===== config.mk =====
export PLATFORM = sky130hd
export DESIGN_NAME = datamem_port_arbiter
export DESIGN_NICKNAME = d
export VERILOG_FILES = /design/src/rtl/datamem_port_arbiter.sv
export SDC_FILE = /design/constraint.sdc
export NUM_CORES = 1
export LEC_CHECK = 0
export CORE_AREA = 2 2 78 80
export DETAILED_ROUTE_END_ITERATION = 12
export DIE_AREA = 0 0 80 82
export PLACE_DENSITY_LB_ADDON = 0.3
export SETUP_SLACK_MARGIN = 0.05
export SLEW_MARGIN = 20
export SYNTH_ARGS = -nofsm -noshare
export SYNTH_HDL_FRONTEND = slang
export SYNTH_SLANG_ARGS = --single-unit

===== constraint.sdc =====
create_clock -name i_clk -period 6.7 [get_ports i_clk]
set_clock_uncertainty 0.1 [all_clocks]
set_input_delay 1.34 -clock i_clk [delete_from_list [all_inputs] [get_ports i_clk]]
set_output_delay 1.34 -clock i_clk [all_outputs]
set_load 0.02 [all_outputs]

===== src/rtl/datamem_port_arbiter.sv =====
// Data-memory port arbiter with a built-in block-copy engine.
// The CPU load/store path always owns the memory ports. The copy engine
// moves one byte per read/write pair and only uses a port in a cycle where
// the CPU leaves that port idle.
module datamem_port_arbiter #(
  parameter int ADDR_W = 8,
  parameter int DATA_W = 8,
  parameter int LEN_W  = 9
) (
  input  logic              i_clk,
  input  logic              i_rst_n,
  // CPU load/store path
  input  logic              i_cpu_rd_req,
  input  logic [ADDR_W-1:0] i_cpu_rd_addr,
  output logic [DATA_W-1:0] o_cpu_rd_data,
  input  logic              i_cpu_wr_req,
  input  logic [ADDR_W-1:0] i_cpu_wr_addr,
  input  logic [DATA_W-1:0] i_cpu_wr_data,
  // copy engine control
  input  logic              i_dma_start,
  input  logic              i_dma_abort,
  input  logic [ADDR_W-1:0] i_dma_src,
  input  logic [ADDR_W-1:0] i_dma_dst,
  input  logic [LEN_W-1:0]  i_dma_len,
  output logic              o_dma_busy,
  output logic              o_dma_done,
  // data memory side
  output logic [ADDR_W-1:0] o_data_rd_addr,
  input  logic [DATA_W-1:0] i_datamem_rd_data,
  output logic [ADDR_W-1:0] o_data_wr_addr,
  output logic [DATA_W-1:0] o_datamem_wr_data,
  output logic              o_store_to_mem
);

  typedef enum logic [1:0] {
    ST_IDLE = 2'd0,
    ST_RD   = 2'd1,
    ST_WR   = 2'd2,
    ST_DONE = 2'd3
  } state_t;

  state_t              r_state;
  logic [ADDR_W-1:0]   r_src_ptr;
  logic [ADDR_W-1:0]   r_dst_ptr;
  logic [LEN_W-1:0]    r_remaining;
  logic [DATA_W-1:0]   r_buf;
  logic                r_dma_busy;
  logic                r_dma_done;

  // The engine only gets a port in a cycle where the CPU is not using it.
  logic w_dma_rd;
  logic w_dma_wr;

  assign w_dma_rd = (r_state == ST_RD) && !i_cpu_rd_req;
  assign w_dma_wr = (r_state == ST_WR) && !i_cpu_wr_req;

  // Copy sequencer: busy/done are registered alongside the state so they
  // always reflect the state the FSM is currently in.
  always_ff @(posedge i_clk or negedge i_rst_n) begin
    if (!i_rst_n) begin
      r_state     <= ST_IDLE;
      r_src_ptr   <= '0;
      r_dst_ptr   <= '0;
      r_remaining <= '0;
      r_buf       <= '0;
      r_dma_busy  <= 1'b0;
      r_dma_done  <= 1'b0;
    end else begin
      case (r_state)
        ST_IDLE: begin
          if (i_dma_start) begin
            r_src_ptr   <= i_dma_src;
            r_dst_ptr   <= i_dma_dst;
            r_remaining <= i_dma_len;
            if (i_dma_len == '0) begin
              r_state    <= ST_DONE;
              r_dma_done <= 1'b1;
            end else begin
              r_state    <= ST_RD;
              r_dma_busy <= 1'b1;
            end
          end
        end
        ST_RD: begin
          if (i_dma_abort) begin
            r_state    <= ST_IDLE;
            r_dma_busy <= 1'b0;
          end else if (w_dma_rd) begin
            r_buf     <= i_datamem_rd_data;
            r_src_ptr <= r_src_ptr + 1'b1;
            r_state   <= ST_WR;
          end
        end
        ST_WR: begin
          if (i_dma_abort) begin
            r_state    <= ST_IDLE;
            r_dma_busy <= 1'b0;
          end else if (w_dma_wr) begin
            r_dst_ptr   <= r_dst_ptr + 1'b1;
            r_remaining <= r_remaining - 1'b1;
            if (r_remaining == LEN_W'(1)) begin
              r_state    <= ST_DONE;
              r_dma_busy <= 1'b0;
              r_dma_done <= 1'b1;
            end else begin
              r_state <= ST_RD;
            end
          end
        end
        ST_DONE: begin
          r_state    <= ST_IDLE;
          r_dma_done <= 1'b0;
        end
        default: begin
          r_state    <= ST_IDLE;
          r_dma_busy <= 1'b0;
          r_dma_done <= 1'b0;
        end
      endcase
    end
  end

  // Port muxing: the CPU address/data are the default on both ports.
  assign o_data_rd_addr    = w_dma_rd ? r_src_ptr : i_cpu_rd_addr;
  assign o_cpu_rd_data     = i_datamem_rd_data;
  assign o_data_wr_addr    = w_dma_wr ? r_dst_ptr : i_cpu_wr_addr;
  assign o_datamem_wr_data = w_dma_wr ? r_buf : i_cpu_wr_data;
  // Write enable is gated by reset so no store can slip out while rst_n is low.
  assign o_store_to_mem    = i_rst_n & (w_dma_wr | i_cpu_wr_req);

  assign o_dma_busy = r_dma_busy;
  assign o_dma_done = r_dma_done;

endmodule


==> results of run 1 <==
==> routing by layer <==
metal	up-vias	wire length (µm)
met3	10	506
met1	1187	2825
met2	94	3342
met4	0	85
met5	-	0
li1	1183	-
==> kinds of logic (layout without fill, tap and decap cells) <==
kind of cell,after synthesis,after routing
AOI/OAI and AO/OA,93,93
DFF,37,37
and+or+nand+nor,61,61
buffers and inverters,31,115
adders and majority gates,8,8
muxes,38,38
==> stage by stage <==
stage	total power, mW	cells	hold slack [ns]	setup slack, ns	area [µm²]
floorplan	1.005	268	0.3750	2.931	2634
global placement	1.191	419	0.3856	1.782	3551
detailed placement	1.217	419	0.3938	1.694	3551
CTS	1.425	427	0.4103	1.686	3667
global route	1.532	427	0.4230	1.609	3667
finish	1.418	427	0.4080	1.737	3667
==> cells in the mapped netlist (3+ instances only) <==
cell type | instances | area (µm²)
a21oi_1 | 18 | 90.09
nor3_1 | 3 | 15.01
a22oi_1 | 3 | 22.52
nand4b_1 | 3 | 26.28
dfrtp_1 | 37 | 925.9
nor2_1 | 10 | 37.54
o211ai_1 | 4 | 30.03
nand4_1 | 3 | 18.77
a31oi_1 | 3 | 18.77
nand2_1 | 10 | 37.54
buf_2 | 4 | 20.02
o2111ai_1 | 7 | 61.31
mux2i_1 | 6 | 60.06
mux2_2 | 32 | 360.4
o22ai_1 | 17 | 106.4
buf_6 | 3 | 33.78
nor2b_1 | 3 | 18.77
buf_4 | 10 | 75.07
clkbuf_1 | 3 | 11.26
and3_1 | 6 | 37.54
a31o_2 | 3 | 26.28
ha_1 | 8 | 100.1
o21ai_0 | 20 | 100.1
nand3_1 | 7 | 35.03
inv_1 | 9 | 33.78
==> worst max path at each step <==
stage	end	slack (ns)	cells past startpoint
after floorplan	o_data_wr_addr[4]	2.93	4
after global placement	o_data_wr_addr[2]	1.78	4
after detailed placement	o_datamem_wr_data[3]	1.69	4
after CTS	o_datamem_wr_data[3]	1.69	4
after global routing	o_datamem_wr_data[3]	1.61	4
final	o_datamem_wr_data[3]	1.74	4
==> layout by cell type, fill, tap and decap left out, drive strengths merged, types with 2 or more instances in the layout <==
| cell type | count |
|---|---|
| nor2 | 11 |
| o2111ai | 7 |
| and3 | 6 |
| a2bb2oi | 3 |
| o21a | 3 |
| nor2b | 3 |
| o22ai | 17 |
| nor3 | 3 |
| mux2 | 32 |
| nand3 | 9 |
| nor3b | 3 |
| o21ai | 23 |
| inv | 9 |
| nand2 | 10 |
| clkbuf | 7 |
| mux2i | 6 |
| nand4b | 3 |
| clkdlybuf4s50 | 96 |
| buf | 2 |
| nor4 | 2 |
| a21o | 3 |
| a31oi | 3 |
| a21oi | 19 |
| ha | 8 |
| o211ai | 4 |
| a22oi | 3 |
| a31o | 3 |
| dfrtp | 37 |
| nand4 | 3 |
==> state kept, by name (all words and copies together) (netlist names) <==
| register | count |
|---|---|
| r_remaining | 9 |
| r_buf | 8 |
| r_dst_ptr | 8 |
| r_src_ptr | 8 |
| r_state | 2 |
| o_dma_busy | 1 |
| o_dma_done | 1 |
==> power groups by stage <==
stage               logic, mW  clock network, mW  registers, mW
floorplan               0.571                  0          0.435
global placement        0.732                  0          0.459
detailed placement      0.755                  0          0.462
CTS                     0.760              0.206          0.459
global route            0.835              0.216          0.481
finish                  0.755              0.202          0.461
==> critical path, cell delays in order <==
cell	delay [ns]
clkdlybuf4s50_1	0.54
nor2_2	0.67
mux2_2	0.42
clkdlybuf4s50_1	0.55
==> cell type report <==
class	instances	area, µm²	area share, %
Tap cell	75	93.84	2.559
Timing Repair Buffer	98	973.4	26.54
Sequential cell	37	925.9	25.25
Inverter	9	33.78	0.9212
Clock buffer	7	86.33	2.354
Clock inverter	1	30.03	0.8188
Multi-Input combinational cell	200	1524	41.56
==> flow_summary.ini, run 1 <==
[critical_path]
criticalPathCategory = in -> out
cp-startpoint = i_cpu_wr_req
required_ns = 5.26
critPathCaptureType = output port
worstRegToRegCells = 6
worst_r2r_endpoint = r_src_ptr[5]$_DFFE_PN0P_
crit_arrival_ns = 3.52
ff2ff_setup_slack_ns = 3.87
start_kind = primary input
crit_fanout = 16
reg2reg_from = r_state[1]$_DFFE_PN0P_

[clocking]
clk_pin_slew_ns = 0.07
cts.htree.levels = 2
cts_buffers = 5
cts-root-buf = clkbuf_8
cts_tree = done
clock_path_buffers = 2
hold_buffers = 0
cts_resized = 0
clock_sinks = 37
insertion_delay_ns = 0.29
post-cts-setup-buffers = 0

[floorplan]
num_rows = 28
dieArea_um2 = 6560
die_w_um = 80
core_um2 = 5746
ioPinCount = 98
start_util_pct = 45.84
fp.dieH_um = 82

[grt]
grt_antenna_before_repair = 0
grt.busiest_layer = met2
met3_usage_pct = 4.945
grt_pass1_wl_mm = 11.02
grt_pass1_vias = 2332
grt_max_degree = 39
use_met2_pct = 38.00
use_met1_pct = 25.97
grt_usage_pct = 21.44
overflow = 0

[yosys]
ys_ff_latch = 37
ys_seq_area_share_pct = 35.15
synth_edf_count = 0
netlist_instances = 268
muxShareOfSynthArea_pct = 15.96
synthArstFlopShare_pct = 100.0
synth_xor_xnor_area_share_pct = 0
ys.flop_type = dfrtp_1
syn_area_um2 = 2634
synth_nets = 339
syn_area_per_cell_um2 = 9.828
synth_compound_area_share_pct = 23.56
synth_top_family_by_area = compound AO/OA/AOI/OAI gates
ys_warn_count = 0
yosys.area_share.simple_pct = 14.54
synth.distinct_cells = 55
synthAdderAreaFrac_pct = 3.800

[timing]
final.min_clock_period_ns = 4.963
report.final.slew_viol_count = 0
fin_setup_tns_ns = 0
rsz0062_at_grt = false
slew_headroom_pct = 40.58
worst_pin_slew_ns = 0.8874
hold_viol = 0
setup_viol = 0
clock.fmax_mhz = 201.5
finalCritPeriodShare_pct = 74.07

[drt]
via_per_inst = 5.794
num_vias = 2474
drc = 0
drtIter0Drc = 125
first_pass_iters = 4
ant_nets = 0
wl_per_cell_um = 15.83
routed_wl_mm = 6.759

[worst_hold_path]
hp-class = reg -> reg
worstHoldStart = r_buf[2]$_DFFE_PN0P_
whs_endpoint = r_buf[2]$_DFFE_PN0P_
holdPathStages = 1

[finish]
utilization_pct = 63.83
antennaDiodeCount = 0
syn_to_final_growth_pct = 39.24
nets = 422
nFillCells = 493
drive_above_1_share_pct = 16.76

[power_and_ir_drop]
internal-power_uw = 822.6
p_sw_uw = 595.1
comb_power_share_pct = 53.2
clockPowerShare_pct = 14.2
peakVddDrop_v = 0.0001668
leakage_nw = 1.411
seqPwrFrac_pct = 32.5
power_density_nw_per_um2 = 386.6
swShare_pct = 41.98

[placed_design]
dp.final_hpwl_mm = 4.955
io_buffers = 97
place_congestion = 0.8324

[run]
cap_violations = 0

[status]
status = complete, no violations
(Power assumes the default switching activity.)
==> inputs of run 2 (changes only) <==
--- a/config.mk
+++ b/config.mk
@@ -5,9 +5,9 @@
 export SDC_FILE = /design/constraint.sdc
 export NUM_CORES = 1
 export LEC_CHECK = 0
-export CORE_AREA = 2 2 78 80
+export CORE_AREA = 2 2 84 86
 export DETAILED_ROUTE_END_ITERATION = 12
-export DIE_AREA = 0 0 80 82
+export DIE_AREA = 0 0 86 88
 export PLACE_DENSITY_LB_ADDON = 0.3
 export SETUP_SLACK_MARGIN = 0.05
 export SLEW_MARGIN = 20
==> constraint.sdc (replaced) <==
create_clock -name i_clk -period 4.2 [get_ports i_clk]
set_clock_uncertainty 0.1 [all_clocks]
set_input_delay 0.84 -clock i_clk [delete_from_list [all_inputs] [get_ports i_clk]]
set_output_delay 0.84 -clock i_clk [all_outputs]
set_load 0.02 [all_outputs]
==> run 2 against run 1 <==
  * Flip-flop and latch count unchanged
  * Combinational power up 60%
  * Global-route usage down 3.5 points
  * Count of clock-buffer cells in the layout down 1
  * Power up 61%
  * Largest power group unchanged
==> flow_summary.ini, run 2 (same netlist as run 1, synthesis figures left out) <==
[status]
status = complete, no violations

[finish]
utilization_pct = 55.91
final_cell_mix = 96 x clkdlybuf4s50_1, 37 x dfrtp_1, 32 x mux2_2
drive_above_1_share_pct = 18.21
syn_to_final_growth_pct = 41.05
largest_register_ff_count = 9
regMostFlops = r_remaining
antennaDiodeCount = 0
nets = 427
nFillCells = 612
multi_input_area_um2 = 1524
regArea_um2 = 925.9
final_common_cell = clkdlybuf4s50_1

[timing]
report.final.slew_viol_count = 0
clock.fmax_mhz = 276.4
rsz0062_at_grt = false
setup_viol = 0
slew_headroom_pct = 53.38
fin_setup_tns_ns = 0
final.min_clock_period_ns = 3.618
hold_viol = 0
finalCritPeriodShare_pct = 86.15
worst_pin_slew_ns = 0.6978
setup_ws_ns = 0.5817

[floorplan]
die_w_um = 86
core_um2 = 6644
dieArea_um2 = 7568
start_util_pct = 39.64
ioPinCount = 98
fp.dieH_um = 88
num_rows = 30

[grt]
grt_pass1_vias = 2277
grt_usage_pct = 17.94
grt_pass1_wl_mm = 10.95
grt_max_degree = 38
grt_antenna_before_repair = 0
overflow = 0

[clocking]
insertion_delay_ns = 0.29
clk_pin_slew_ns = 0.08
cts-root-buf = clkbuf_8
cts_buffers = 5
clock_path_buffers = 2
hold_buffers = 0
cts.htree.levels = 2
post-cts-setup-buffers = 0
cts_resized = 0
cts_tree = done
clock_sinks = 37

[power_and_ir_drop]
power_density_nw_per_um2 = 614.1
peakVddDrop_v = 0.0002229
leakage_nw = 1.436

[drt]
num_vias = 2437
wl_per_cell_um = 15.59
routed_wl_mm = 6.812
ant_nets = 0
first_pass_iters = 4
drc = 0
via_per_inst = 5.577
drtIter0Drc = 85

[critical_path]
cp-startpoint = i_cpu_wr_req
crit_arrival_ns = 2.68
worstRegToRegCells = 6
reg2reg_from = r_state[0]$_DFFE_PN0P_
criticalPathCategory = in -> out
crit_fanout = 16
required_ns = 3.26
critPathCaptureType = output port
worst_r2r_endpoint = r_remaining[8]$_DFFE_PN0P_
ff2ff_setup_slack_ns = 1.74
start_kind = primary input

[run]
cap_violations = 0

[worst_hold_path]
whs_endpoint = r_buf[5]$_DFFE_PN0P_
worstHoldStart = r_buf[5]$_DFFE_PN0P_
hp-class = reg -> reg
holdPathStages = 1

[placed_design]
dp.final_hpwl_mm = 4.971
pre_cts_ws_ns = 0.5633
io_buffers = 97
place_congestion = 0.8049
-- run 2: cell count changes in the layout (fill, tap and decap cells not counted), sizes merged --
| cell | before | now |
|---|---|---|
| clkinvlp | 0 | 1 |
| clkbuf | 7 | 6 |
| buf | 2 | 7 |
-- run 2: per-layer routing --
metal,track usage [%],vias to the layer above,wire (µm)
met3,4.053,6,458
met4,4.040,0,61
met2,30.58,84,3202
met5,0,-,0
met1,23.32,1155,3090
li1,-,1192,-
-- run 2: critical path: stages --
cell	delay [ns]
clkdlybuf4s50_1	0.54
nor2_2	0.13
buf_4	0.25
mux2_2	0.37
clkdlybuf4s50_1	0.54
-- run 2: how the worst max path moves through the flow --
stage               cells past startpoint                    to  slack [ns]
finish                                  5     o_data_wr_addr[0]        0.58
global route                            5     o_data_wr_addr[0]        0.49
CTS                                     5     o_data_wr_addr[0]        0.55
detailed placement                      5     o_data_wr_addr[0]        0.56
global placement                        5  o_datamem_wr_data[1]        0.62
floorplan                               4     o_data_wr_addr[4]        1.43
-- run 2: through the flow --
stage	total power, mW	instance area (µm²)	hold slack, ns	std cells
2_1_floorplan	1.604	2634	0.3750	268
3_3_place_gp	1.921	3595	0.3907	429
3_5_place_dp	1.953	3595	0.3954	429
4_1_cts	2.290	3715	0.4165	437
5_1_grt	2.459	3715	0.4435	437
6_report	2.281	3715	0.4108	437
-- run 2: cell type report --
class / instances / share of cell area (%)
Clock buffer: 6 / 2.223
Clock inverter: 2 / 1.010
Inverter: 9 / 0.9094
Multi-Input combinational cell: 200 / 41.02
Sequential cell: 37 / 24.92
Tap cell: 80 / 2.695
Timing Repair Buffer: 103 / 27.21
-- run 2: where the power goes --
part / switching [mW] / internal (mW) / leakage (nW)
Combinational: 0.619 / 0.594 / 0.946
Clock: 0.139 / 0.193 / 0.0574
Sequential: 0.199 / 0.536 / 0.432
Total: 0.958 / 1.32 / 1.44
